==> config.mk <==
export PLATFORM = sky130hd
export DESIGN_NAME = fifo_write_frontend
export DESIGN_NICKNAME = d
export VERILOG_FILES = /design/src/rtl/fifo_write_frontend.sv
export SDC_FILE = /design/constraint.sdc
export NUM_CORES = 1
export LEC_CHECK = 0
export ABC_AREA = 1
export CELL_PAD_IN_SITES_DETAIL_PLACEMENT = 1
export CELL_PAD_IN_SITES_GLOBAL_PLACEMENT = 2
export CORE_ASPECT_RATIO = 1.2
export CORE_UTILIZATION = 35
export DETAILED_ROUTE_END_ITERATION = 6
export PLACE_DENSITY = 0.93
export SETUP_SLACK_MARGIN = 0.3
export SKIP_CTS_REPAIR_TIMING = 1
export SKIP_LAST_GASP = 1
export SLEW_MARGIN = 10
export SYNTH_ARGS = -nofsm -noshare
export SYNTH_HDL_FRONTEND = slang
export SYNTH_SLANG_ARGS = --single-unit
==> constraint.sdc <==
create_clock -name clk_write_logic -period 4.3 [get_ports clk_write_logic]
set_input_delay 1.075 -clock clk_write_logic [delete_from_list [all_inputs] [get_ports clk_write_logic]]
set_output_delay 1.075 -clock clk_write_logic [all_outputs]
set_load 0.005 [all_outputs]
==> src/rtl/fifo_write_frontend.sv <==
// -----------------------------------------------------------------------------
// fifo_write_frontend
//
// Write-side front end for the synchronous FIFO, in the clk_write_logic domain.
// Producer words enter through a valid/ready handshake and are held in a
// 2-entry skid buffer. The head word is offered to the FIFO write controller
// (write_request / write_data) and retired when the controller fires w_enable.
// The block also frames bursts from in_last, reports the burst length, and
// pulses stall_err when an open burst goes STALL_LIMIT cycles without a commit.
//
// Optional feature macro: FIFO_WR_THROTTLE_EN
//   defined   : while halffull_fifo_status is high, a toggle flop lets
//               write_request through only on alternate cycles.
//   undefined : write_request = (count != 0); halffull_fifo_status unused.
//
// Parameters
//   DATA_WIDTH   width of a FIFO word
//   LEN_WIDTH    width of the burst length counter (saturates at all-ones)
//   STALL_LIMIT  cycles an open burst may go without a commit
//
// Ports
//   clk_write_logic       in   write-domain clock, rising edge
//   reset                 in   asynchronous, active-high
//   in_valid/in_data/in_last  in   producer word, valid, end-of-burst marker
//   in_ready              out  a word can be accepted this cycle
//   write_request         out  head word available to the write controller
//   write_data            out  head word
//   w_enable              in   controller writes the head word at this edge
//   full_fifo_status      in   FIFO full (observability only)
//   halffull_fifo_status  in   FIFO near full (throttle only)
//   burst_open            out  a burst has committed words and not ended
//   burst_done            out  one-cycle pulse, burst ended
//   burst_len             out  length of last completed burst (held)
//   len_sat               out  sticky, a burst length saturated
//   stall_err             out  one-cycle pulse on stall timer expiry
// -----------------------------------------------------------------------------
module fifo_write_frontend #(
   parameter int DATA_WIDTH  = 8,
   parameter int LEN_WIDTH   = 7,
   parameter int STALL_LIMIT = 32
) (
   input  logic                  clk_write_logic,
   input  logic                  reset,
   input  logic                  in_valid,
   input  logic [DATA_WIDTH-1:0] in_data,
   input  logic                  in_last,
   output logic                  in_ready,
   output logic                  write_request,
   output logic [DATA_WIDTH-1:0] write_data,
   input  logic                  w_enable,
   input  logic                  full_fifo_status,
   input  logic                  halffull_fifo_status,
   output logic                  burst_open,
   output logic                  burst_done,
   output logic [LEN_WIDTH-1:0]  burst_len,
   output logic                  len_sat,
   output logic                  stall_err
);

   localparam int TMR_W = $clog2(STALL_LIMIT + 1);
   localparam logic [LEN_WIDTH-1:0] LEN_MAX  = '1;
   localparam logic [TMR_W-1:0]     TMR_LAST = TMR_W'(STALL_LIMIT - 1);

   typedef enum logic {
      ST_IDLE = 1'b0,
      ST_OPEN = 1'b1
   } burst_state_t;

   // Handshake: a word moves producer->buffer on a rising edge where
   // in_valid && in_ready; in_ready depends only on registered occupancy.
   // A word leaves the buffer on a rising edge where w_enable is high and the
   // buffer is not empty; w_enable on an empty buffer is ignored.

   // ---------------- skid buffer ----------------
   logic [DATA_WIDTH-1:0] data0_q, data0_d;   // head entry
   logic                  last0_q, last0_d;
   logic [DATA_WIDTH-1:0] data1_q, data1_d;   // tail entry
   logic                  last1_q, last1_d;
   logic [1:0]            count_q, count_d;

   logic push;
   logic pop;

   assign in_ready   = (count_q != 2'd2);
   assign push       = in_valid & in_ready;
   assign pop        = w_enable & (count_q != 2'd0);
   assign write_data = data0_q;

   always_comb begin
      data0_d = data0_q;
      last0_d = last0_q;
      data1_d = data1_q;
      last1_d = last1_q;
      count_d = count_q;
      case ({push, pop})
         2'b10: begin
            if (count_q == 2'd0) begin
               data0_d = in_data;
               last0_d = in_last;
            end else begin
               data1_d = in_data;
               last1_d = in_last;
            end
            count_d = count_q + 2'd1;
         end
         2'b01: begin
            data0_d = data1_q;
            last0_d = last1_q;
            count_d = count_q - 2'd1;
         end
         2'b11: begin
            // Occupancy unchanged: the head retires, the tail (if any)
            // advances, and the new word takes the freed slot.
            if (count_q == 2'd1) begin
               data0_d = in_data;
               last0_d = in_last;
            end else begin
               data0_d = data1_q;
               last0_d = last1_q;
               data1_d = in_data;
               last1_d = in_last;
            end
         end
         default: ;
      endcase
   end

   always_ff @(posedge clk_write_logic or posedge reset) begin
      if (reset) begin
         data0_q <= '0;
         last0_q <= 1'b0;
         data1_q <= '0;
         last1_q <= 1'b0;
         count_q <= 2'd0;
      end else begin
         data0_q <= data0_d;
         last0_q <= last0_d;
         data1_q <= data1_d;
         last1_q <= last1_d;
         count_q <= count_d;
      end
   end

   // ---------------- write request / throttle ----------------
`ifdef FIFO_WR_THROTTLE_EN
   logic toggle_q;

   always_ff @(posedge clk_write_logic or posedge reset) begin
      if (reset) begin
         toggle_q <= 1'b0;
      end else if (halffull_fifo_status) begin
         toggle_q <= ~toggle_q;
      end
   end

   assign write_request = (count_q != 2'd0) & ~(halffull_fifo_status & toggle_q);
`else
   logic unused_halffull;
   assign unused_halffull = halffull_fifo_status;
   assign write_request   = (count_q != 2'd0);
`endif

   // The controller already withholds w_enable while full, so full is not
   // used to gate anything here.
   logic unused_full;
   assign unused_full = full_fifo_status;

   // ---------------- burst FSM, length and stall timer ----------------
   burst_state_t         state_q;
   logic [LEN_WIDTH-1:0] len_q;
   logic [LEN_WIDTH-1:0] len_plus;
   logic [LEN_WIDTH-1:0] burst_len_q;
   logic                 burst_done_q;
   logic                 len_sat_q;
   logic                 stall_err_q;
   logic [TMR_W-1:0]     timer_q;

   // len_q is 0 in IDLE, so len_plus is the burst length including the word
   // being committed in either state.
   assign len_plus = (len_q == LEN_MAX) ? LEN_MAX : len_q + 1'b1;

   always_ff @(posedge clk_write_logic or posedge reset) begin
      if (reset) begin
         state_q      <= ST_IDLE;
         len_q        <= '0;
         burst_len_q  <= '0;
         burst_done_q <= 1'b0;
         len_sat_q    <= 1'b0;
         stall_err_q  <= 1'b0;
         timer_q      <= '0;
      end else begin
         burst_done_q <= 1'b0;
         stall_err_q  <= 1'b0;
         if (pop) begin
            timer_q <= '0;
            if (len_plus == LEN_MAX) begin
               len_sat_q <= 1'b1;
            end
            if (last0_q) begin
               burst_done_q <= 1'b1;
               burst_len_q  <= len_plus;
               len_q        <= '0;
               state_q      <= ST_IDLE;
            end else begin
               len_q   <= len_plus;
               state_q <= ST_OPEN;
            end
         end else if (state_q == ST_OPEN) begin
            // Expiry reports once and restarts; the burst stays open.
            if (timer_q == TMR_LAST) begin
               stall_err_q <= 1'b1;
               timer_q     <= '0;
            end else begin
               timer_q <= timer_q + 1'b1;
            end
         end
      end
   end

   assign burst_open = (state_q == ST_OPEN);
   assign burst_done = burst_done_q;
   assign burst_len  = burst_len_q;
   assign len_sat    = len_sat_q;
   assign stall_err  = stall_err_q;

endmodule

**After elaboration in Yosys (flattened, before gate mapping)**

Cells that the tools add are included.

- Bits in registers: 44
- Latch bits: 0
- Memory bits (writable): 0
- Bits in read-only memories: 0
- Bits of input ports: 15
- Output and inout bits: 21
- Word-level logic and storage cells: 63
- Memories: 0

- Add/subtract/negate cells: 4
- Multipliers: 0
- Divide/modulo/power cells: 0
- $lt $le $gt $ge: 0
- Equality and inequality tests: 11
- Shift operators: 0
- Mux-type cells: 24
- Bitwise gates (word level): 2
- Reductions and logical operators: 10

Operator list:

| kind | number |
|---|---|
| $mux W8 | 4 |
| $pmux W8 S3 | 1 |
| $mux W6 | 3 |
| $pmux W8 S2 | 1 |
| $eq A7 B7 Y1 const B | 2 |
| $mux W7 | 2 |
| $mux W1 | 10 |
| $ne A2 B2 Y1 const B | 4 |
| $reduce_bool A2 Y1 | 4 |
| $add A7 B1 Y7 const B | 1 |
| $add A6 B1 Y6 const B | 1 |
| $eq A6 B5 Y1 const B | 1 |
| $reduce_and A2 Y1 | 3 |
| $eq A2 B1 Y1 const B | 2 |
| $eq A2 B2 Y1 const B | 2 |
| $pmux W2 S2 | 1 |
| $pmux W1 S3 | 1 |
| $reduce_and A3 Y1 | 1 |
| $reduce_bool A3 Y1 | 1 |
| $add A2 B1 Y2 const B | 1 |
| $and A1 B1 Y1 | 2 |
| $logic_not A2 Y1 | 1 |
| $pmux W1 S2 | 1 |
| $sub A2 B1 Y2 const B | 1 |

**Depth between registers and ports, before layout**

- Word-level depth: 5
- Depth in mapped cells: 13
- Depth with buffers taken out: 12

**Worst setup path after synthesis**

Ideal clock, no wire load.

- Kind: input to register
- Start point: input port w_enable
- End point: register data1_q[0]
- Setup time: 0.126 ns
- Arrival: 2.138 ns
- Required time: 4.174 ns
- Slack: 2.037 ns
- Stages: 7
- Path buffers: 2
- Cells stage by stage: nand2_8 > inv_4 > buf_6 > ha_1 > o211ai_2 > buf_4 > o21ai_0

- Word-level cells in the longest chain between the ends: 4
- Elaborated cells between the ends (all ways): 8
- Classes of those cells: 4 x eq/ne; 1 x mux; 1 x bitwise; 2 x reduce/logical

RTL lines:

| what | RTL line | source |
|---|---|---|
| from (decl) | 50 | `input logic w_enable,` |
| $and A1 B1 Y1 * | 86 | `assign pop = w_enable & (count_q != 2'd0);` |
| $eq A2 B2 Y1 | 95 | `case ({push, pop})` |
| $ne A2 B2 Y1 (no line) or $reduce_bool A2 Y1 (tied branches) | - |  |
| $reduce_and A3 Y1 (no line) | - |  |
| to (signal assigned) | 138 | `data1_q <= data1_d;` |
| to (decl) | 77 | `logic [DATA_WIDTH-1:0] data1_q, data1_d;` |

Mark *: on every way between the ends. The rest lies on a longest branch, timed or not.
A chain may end at the register's enable or synchronous reset.

**Worst setup path in the final report**

- Start point: input port w_enable
- End point: register last0_q

- Word-level cells in the longest chain between the ends: 4
- Elaborated cells between the ends (all ways): 8
- Classes of those cells: 4 x eq/ne; 1 x mux; 1 x bitwise; 2 x reduce/logical

RTL lines:

| what | RTL line | source |
|---|---|---|
| $and A1 B1 Y1 * | 86 |  |
| $eq A2 B2 Y1 or $eq A2 B1 Y1 (tied branches) | 95 |  |
| $ne A2 B2 Y1 (no line) or $reduce_bool A3 Y1 (tied branches) | - |  |
| $reduce_and A2 Y1 (no line) | - |  |
| to (signal assigned) | 137 | `last0_q <= last0_d;` |
| to (decl) | 76 | `logic last0_q, last0_d;` |

Marks and branches as above.

==> results.cfg <==
[run_status]
outcome = complete, no violations

[timing]
fin_skew_ns = 0.00560
finalHoldViolCount = 0
slew_viol_final = 0
tns_ns = 0
min_period_over_period_pct = 65.1
whs_ns = 0.481
rsz0062_at_grt = no
tightestPinTransition_ns = 0.687
period_needed_ns = 2.80
layout_setup_ws_ns = 1.50
timing.fmax_ghz = 0.357
maxSlewHeadroom_pct = 53.9
setup_violations = 0

[floorplan]
rows = 31
die_h_microns = 89.3
core-area_sq_mm = 0.00609
fp.dieW_microns = 74.7
dieArea_sq_mm = 0.00667
initial_core_util_pct = 36.5
io_pins = 36

[routing]
vias = 1718
drc = 0
via_per_inst = 4.69
wirelength_microns = 4710
antenna_left = 0
drtPass1Iterations = 4
drt-initial-drc-count = 80
wl_per_cell_microns = 12.9

[clock_tree]
h-tree-depth = 2
cts.path.max_buffers = 2
clockRootBuffer = clkbuf_8
path_clk_slew_ns = 0.08
numCtsBuffers = 5
clkSinkCount = 44
cts_tree = built
insertion_delay_ns = 0.30

[critical_path]
cp-start-kind = input port
r2r_start = count_q[0]
cpMaxStageDelayCell = clkdlybuf4s50_1
cp-end-kind = flip-flop
reg2reg_to = last0_q
worstPathMaxFanout = 21
path_cells = clkdlybuf4s50_1, nand2_8, inv_4, ha_1, inv_1, o21bai_4, nand3_1, o21ai_1, nand2_1, o21ai_2
r2r_slack_ns = 2.01
arrival_ns = 3.03
crit_type = input port to flip-flop
reg2regPathDepth = 12
cpPeakStageDelay_ns = 0.57
critPathRequiredTime_ns = 4.53

[logic_synthesis]
netlist_top_cells_area = dfrtp_1 50%, nand2_1 7.6%, inv_1 5.6%
syn-num-nets = 270
synthCells = 247
synth-edff-count = 0
syn_area_per_cell_sq_um = 9.00
yosysUniqueCellTypes = 33
synth_top_area_share_pct = 49.5
async_reset_ff_share_pct = 100
yosysSeqAreaShare_pct = 49.5
yosysTopAreaCell = dfrtp_1
ys_ff_latch = 44
synth-main-ff-cell = dfrtp_1
ys_warn_count = 0
syn_area_sq_mm = 0.00222

[place]
place_ws_ns = 1.22
portBuffers = 33
detailed_place.area_sq_mm = 0.00261
hpwl_microns = 3420
gp_congestion = 0.782

[global_routing]
antenna_found_initial = 0
grt_start_max_net_pins = 27
grt_pass1_vias = 1782
grt_remaining_overflow = 0
grt_pass1_wl_microns = 8160
grt_use_total_pct = 16.2

[min_path]
hold_depth = 2
hold_end = burst_len[5]
min_path_type = flip-flop to flip-flop
min_from = burst_len[5]

[job]
cap_violations = 0

[layout]
post-route-util_pct = 44.6
final_cell_mix = 45 x nand2_1, 44 x dfrtp_1, 33 x clkdlybuf4s50_1, 32 x inv_1, 20 x nor2_1
layout.nets = 306
final_area_sq_mm = 0.00272
final_common_cell = nand2_1
diodes = 0
areaGrowthSynthToFinish_pct = 22.2
drive_gt1_share_pct = 9.15

[power]
p_leak_nw = 1.22
powerDensity_mw_per_mm2 = 638
vdd_drop_max_v = 0.000287
## synthesized netlist by cell type, types with 2 or more instances
| master | count |
|---|---|
| nor2_1 | 20 |
| nand2_1 | 45 |
| buf_4 | 2 |
| nor2_4 | 2 |
| buf_6 | 2 |
| inv_1 | 33 |
| dfrtp_1 | 44 |
| a21oi_1 | 3 |
| a31oi_1 | 8 |
| o22ai_1 | 3 |
| o21ai_0 | 15 |
| o21ai_1 | 10 |
| nor3_1 | 5 |
| ha_1 | 8 |
| xnor2_1 | 2 |
| xor2_1 | 2 |
| inv_2 | 2 |
| or2_1 | 8 |
| nand3_1 | 16 |
| nand2_2 | 4 |
## critical path: cells and delay by family
kind / cells / cell delay, ns
adders and majority gates: 1 / 0.30
and+or+nand+nor: 3 / 0.30
buffers and inverters: 3 / 0.94
AOI/OAI and AO/OA: 3 / 0.40
## cells by family (layout without fill, tap and decap cells)
group                      count (synthesis)  count (layout)  synth area share (%)
xor gates and xnor gates                   4               4                  1.58
buffers and inverters                     41              78                  8.78
and+or+nand+nor                          103             103                  22.2
adders and majority gates                  8               8                  4.50
DFF                                       44              44                  49.5
AOI/OAI and AO/OA                         47              47                  13.4
## where the power goes
part	leakage [nW]	internal [mW]	switching [mW]
clock	0.0541	0.172	0.147
combinational	0.605	0.337	0.398
sequential	0.559	0.574	0.106
## worst max-delay path by stage
stage	start	to	slack [ns]	cells past startpoint
global placement	w_enable	last0_q	1.24	10
floorplan	w_enable	data1_q[0]	2.04	7
CTS	w_enable	last0_q	1.49	10
global route	w_enable	last0_q	1.34	10
detailed placement	w_enable	last0_q	1.22	10
finish	w_enable	last0_q	1.50	10
## metal layers
layer  up-vias  part of all wire (%)  track usage, %
met3         5                   2.4            3.38
li1        864                     -               -
met2        28                    51            29.4
met1       821                    45            19.1
met4         0                   1.3            4.63
met5         -                     0               0
## registers in the layout, summed over array words and instances (netlist names)
| signal | flops |
|---|---|
| burst_done | 1 |
| burst_len | 7 |
| burst_open | 1 |
| count_q | 2 |
| data1_q | 8 |
| last0_q | 1 |
| last1_q | 1 |
| len_q | 7 |
| len_sat | 1 |
| stall_err | 1 |
| timer_q | 6 |
| write_data | 8 |
## area by class of cell
cell class | count | area, sq um
flip-flops and latches | 44 | 1100
clock buffers | 5 | 68.8
well taps | 82 | 103
repair buffers | 34 | 338
inverters | 36 | 138
clock inverters | 3 | 42.5
fillers | 744 | 3370
multi-input cells | 162 | 926
## through the flow
stage	cells	power [mW]
final	366	1.73
after detailed placement	358	1.43
after CTS	366	1.76
after global placement	358	1.41
after global routing	366	1.88
after floorplan	247	1.17
No activity file was read; power rests on OpenSTA's default activity.
